<file path="src/rtl/simon_pkg.sv">
// simon_pkg: shared types and constants for the Simon game datapath.
//   colour_t    - 2-bit colour code produced by the RNG and the buttons
//   chk_state_t - state encoding of the sequence checker FSM
//   SEQ_DEPTH   - maximum stored sequence length
package simon_pkg;

  localparam int SEQ_DEPTH = 32;

  typedef enum logic [1:0] {
    RED    = 2'd0,
    GREEN  = 2'd1,
    BLUE   = 2'd2,
    YELLOW = 2'd3
  } colour_t;

  typedef enum logic [2:0] {
    CHK_IDLE,
    CHK_WAIT_PRESS,
    CHK_READ,
    CHK_COMPARE,
    CHK_FAIL,
    CHK_DONE
  } chk_state_t;

endpackage

</file>
<file path="src/rtl/seq_ram.sv">
// seq_ram: DEPTH x COLOUR_W colour store, one write port and one
// registered (synchronous) read port. The array has no reset; only the
// read data register updates when re is high.
//   clk   in   clock
//   we    in   write enable
//   waddr in   write address
//   wdata in   write data
//   re    in   read enable
//   raddr in   read address
//   rdata out  read data, valid the cycle after re
module seq_ram import simon_pkg::*; #(
  parameter int DEPTH    = SEQ_DEPTH,
  parameter int COLOUR_W = 2,
  parameter int AW       = $clog2(DEPTH)
) (
  input  logic                clk,
  input  logic                we,
  input  logic [AW-1:0]       waddr,
  input  logic [COLOUR_W-1:0] wdata,
  input  logic                re,
  input  logic [AW-1:0]       raddr,
  output logic [COLOUR_W-1:0] rdata
);

  logic [COLOUR_W-1:0] mem [DEPTH];

  always_ff @(posedge clk) begin
    if (we) mem[waddr] <= wdata;
    if (re) rdata <= mem[raddr];
  end

endmodule

</file>
<file path="config.mk">
export PLATFORM = sky130hd
export DESIGN_NAME = seq_ram
export DESIGN_NICKNAME = d
export VERILOG_FILES = /design/src/rtl/simon_pkg.sv /design/src/rtl/seq_ram.sv
export SDC_FILE = /design/constraint.sdc
export NUM_CORES = 1
export LEC_CHECK = 0
export CORE_MARGIN = 2
export CORE_UTILIZATION = 33
export CTS_CLUSTER_SIZE = 20
export DETAILED_ROUTE_END_ITERATION = 8
export PLACE_DENSITY = 0.49
export SYNTH_ARGS = -nofsm -noshare
export SYNTH_HDL_FRONTEND = slang
export SYNTH_SLANG_ARGS = --single-unit
</file>
<file path="constraint.sdc">
create_clock -name clk -period 1.9 [get_ports clk]
set_input_delay 0.38 -clock clk [delete_from_list [all_inputs] [get_ports clk]]
set_output_delay 0.38 -clock clk [all_outputs]
set_load 0.005 [all_outputs]
</file>
After elaboration in Yosys (flattened, before gate mapping)

Memories as Yosys holds them, arrays and structs flattened. A register that Yosys moved wholly into a read port is not among the register bits.
Index checks and enable logic that the tools add are counted.
Widths: inputs -> output; s select.

Bits in registers: 0
RAM bits: 64
Bits of input ports: 15
Output and inout bits: 2
Logic and storage cells: 3
Memories kept: 1

Mux-type cells: 2

Memory list:

| name | words | bits a word | rd ports | clocked after Yosys merged registers in | wr ports | line          | source |
|---|---|---|---|---|---|---|---|
| mem  | 32    | 2           | 1        | 1                                       | 1        | seq_ram.sv:25 | `logic [COLOUR_W-1:0] mem [DEPTH];` |

Operators by type and width:

| operator | count |
|---|---|
| $mux 1   | 2 |

Logic depth before layout (Yosys ltp)

Gate-level depths: netlist (run 1).

Depth after elaboration: 2
Depth in mapped cells: 7
Mapped depth without buffers: 5

Worst setup path after synthesis (run 1)

Ideal clock, no wire load.

Path type: input -> register
From: in raddr[0]
To: reg rdata[0] (read register of mem) (data pin)
Setup time: 269 ps
Arrival: 1279 ps
Data required time: 1631 ps
Setup slack: 352 ps
Cell stages on the path: 7
Path buffers: 3
Path through: buf_6 > buf_8 > buf_6 > mux2i_1 > a22oi_1 > a31oi_1 > o311ai_1

RTL lines:

| element         | line          | source |
|---|---|---|
| start, declared | seq_ram.sv:21 | `input logic [AW-1:0] raddr,` |
| end, declared   | seq_ram.sv:22 | `output logic [COLOUR_W-1:0] rdata` |

==> results of run 1 <==
==> per-stage QoR <==
| stage | std cells | setup WS, ns | hold WS, ns |
|---|---|---|---|
| final | 340 | 0.242 | 0.686 |
| after CTS | 340 | 0.249 | 0.703 |
| after detailed placement | 324 | -0.0937 | 0.686 |
| after global placement | 324 | -0.0801 | 0.682 |
| after floorplan | 185 | 0.352 | 0.479 |
| after global routing | 340 | 0.131 | 0.714 |
==> sequential cells by signal, summed over array words and instances, names as in the netlist <==
name / flops
mem: 64
rdata: 2
==> worst reg2reg max path: stages (launching register included) <==
cell      delay, ns
edfxtp_1       0.38
mux2i_1        0.19
a22oi_1        0.11
and4b_1        0.19
a31oi_1        0.15
o311ai_1       0.12
==> kinds of logic after synthesis <==
kind of cell,synth area share
AOI/OAI and AO/OA,0.0518
buffers and inverters,0.0241
DFF,0.707
muxes,0.114
and+or+nand+nor,0.103
==> how the worst min path moves through the flow <==
stage,from,to,slack [ns],cells past startpoint
after floorplan,wdata[0],mem[0][0],0.48,0
after global placement,mem[25][0],rdata[0],0.68,4
after detailed placement,mem[25][0],rdata[0],0.69,4
after CTS,mem[25][0],rdata[0],0.70,4
after global routing,re,rdata[1],0.71,1
final,mem[25][1],rdata[1],0.69,4
==> cell usage in the layout, fill, tap and decap left out, drive strengths merged, types with 3 or more instances in the layout <==
cell | synthesis | routed
bufinv | 0 | 3
buf | 5 | 27
nand2 | 7 | 7
clkdlybuf4s50 | 0 | 15
a22oi | 14 | 14
edfxtp | 66 | 66
mux2i | 32 | 32
nand3b | 5 | 5
clkbuf | 3 | 9
nor2 | 35 | 35
==> power by group <==
part,total (mW),internal [mW],switching [mW]
clock,1.41,0.869,0.545
sequential,1.63,1.62,0.00641
combinational,0.236,0.113,0.123
total,3.28,2.60,0.674
==> final cells by class <==
type	instances	area (sq um)	share of cell area
clock buffers	9	124	0.0357
clock inverters	7	118	0.0339
multi-input cells	111	753	0.217
flip-flops and latches	66	1980	0.571
well taps	105	131	0.0379
repair buffers	42	363	0.105
==> per-layer routing <==
layer,track usage,wire length [microns]
met1,0.193,2810
met2,0.226,2790
met3,0.0329,224
met4,0.0607,58
met5,0,0
==> metrics.yaml, run 1 <==
setup_path:
  crit_cells: 6
  critPathMaxStageDelay_ns: 0.52
  crit_end: "rdata[0]"
  path_max_fanout: 6
  critPathLaunchType: "primary input"
  worstReg2RegStart: "mem[9][0]"
  reg2reg_slack_ns: 0.50
  cp_top_family: "buffers and inverters"
  r2r-end: "rdata[0]"
  endpoint_kind: "flip-flop"
  cpMaxStageDelayCell: "clkdlybuf4s50_1"
  crit_type: "in2reg"
  path_cells: "clkdlybuf4s50_1, nor2b_1, buf_4, a22oi_1, a31oi_1, o311ai_1"
  reg2reg_depth: 5
  crit_start: "raddr[1]"
  path_buf_inv: 2
  crit_arrival_ns: 1.73
  cp.required_ns: 1.97
die:
  initial_core_util: 0.341
  design.core.area_sq_um: 8220
  die_w_microns: 96.2
  rows: 33
  die-area_sq_um: 9250
  io_pins: 17
  die_h_microns: 96.2
pwr:
  leakage_nw: 1.21
  finalPower_mw: 3.28
  powerDensity_nw_per_um2: 945
  vdd_drop_max_uv: 369
sta:
  worst_slew_pin_slew_ns: 0.330
  setup_viol: 0
  grt_setup_unrepaired: "false"
  fin_tns_setup_ns: 0
  fin_crit_ns: 1.66
  max_slew_margin: 0.780
  fin_crit_sh: 0.873
  finalMaxSlewViolations: 0
  hold_violations: 0
  fin_worst_skew_ns: 0.0108
  max_freq_mhz: 603
route:
  dr_total_vias: 1671
  wl_mm: 5.88
  route.antenna.remaining_nets: 0
  remaining_drc_errors: 0
  drt_iter0_drc: 99
  vias_per_cell: 4.91
  firstDrtPassIters: 4
  wire_per_inst_microns: 17.3
logic_synthesis:
  synth_top_area_frac: 0.707
  synth_flop_cell: "edfxtp_1"
  synth_edf_count: 66
  synth.cell_area_sq_um: 2800
  async_reset_ff_frac: 0
  syn_nets: 200
  ys_warn_count: 0
  ys_seq_elements: 66
  synth_area_leaders: "edfxtp_1 71%, mux2i_1 11%, nor2_1 4.6%"
  synth_area_per_cell_sq_um: 15.1
  yosys.area.top_type: "edfxtp_1"
  netlist_instances: 185
  yosysMostFrequentCell: "edfxtp_1"
  ys_types: 22
  synth_common_cells: "66 x edfxtp_1, 34 x nor2_1, 32 x mux2i_1"
  seq_area_frac_synth: 0.707
outcome:
  status: "complete, no violations"
clock_tree:
  cts_setup_buffers: 0
  worstSkewPairLatency_ns: 0.34
  cts_resized: 0
  cts.sinks: 66
  htree_num_levels: 3
  cts_buffers: 9
  cts_tree: "yes"
  clk_pin_slew_ns: 0.08
  clockRootBuffer: "clkbuf_8"
  hold_buffers: 0
  cts_buffer_depth: 2
global_routing:
  antenna_found_initial: 0
  grt_use_total: 0.144
  grt_pass1_wl_mm: 9.41
  gr-total-overflow: 0
  grt_max_degree: 33
  grt_pass1_vias: 1731
placement:
  postPlaceCellArea_sq_um: 3230
  hpwl_mm: 4.18
  portBuffers: 16
  place.gp.congestion: 0.782
finish:
  finalInstanceArea_sq_um: 3470
  drive_above_1_share: 0.183
  syn_to_final_growth_pct: 23.8
  post-route-util: 0.422
  fill_cells: 748
  antenna_cells: 0
  fin_nets: 245
worst_hold_path:
  hold_path_class: "reg2reg"
run:
  maxCapViolations: 0
(Power assumes the default switching activity.)
==> run 2: changes to the inputs <==
--- a/config.mk
+++ b/config.mk
@@ -7,6 +7,7 @@
 export LEC_CHECK = 0
 export CORE_MARGIN = 2
 export CORE_UTILIZATION = 33
+export CTS_CLUSTER_DIAMETER = 120
 export CTS_CLUSTER_SIZE = 20
 export DETAILED_ROUTE_END_ITERATION = 8
 export PLACE_DENSITY = 0.49
==> results of run 2 <==
No change in the layout: final DEF, timing and power equal those of run 1.
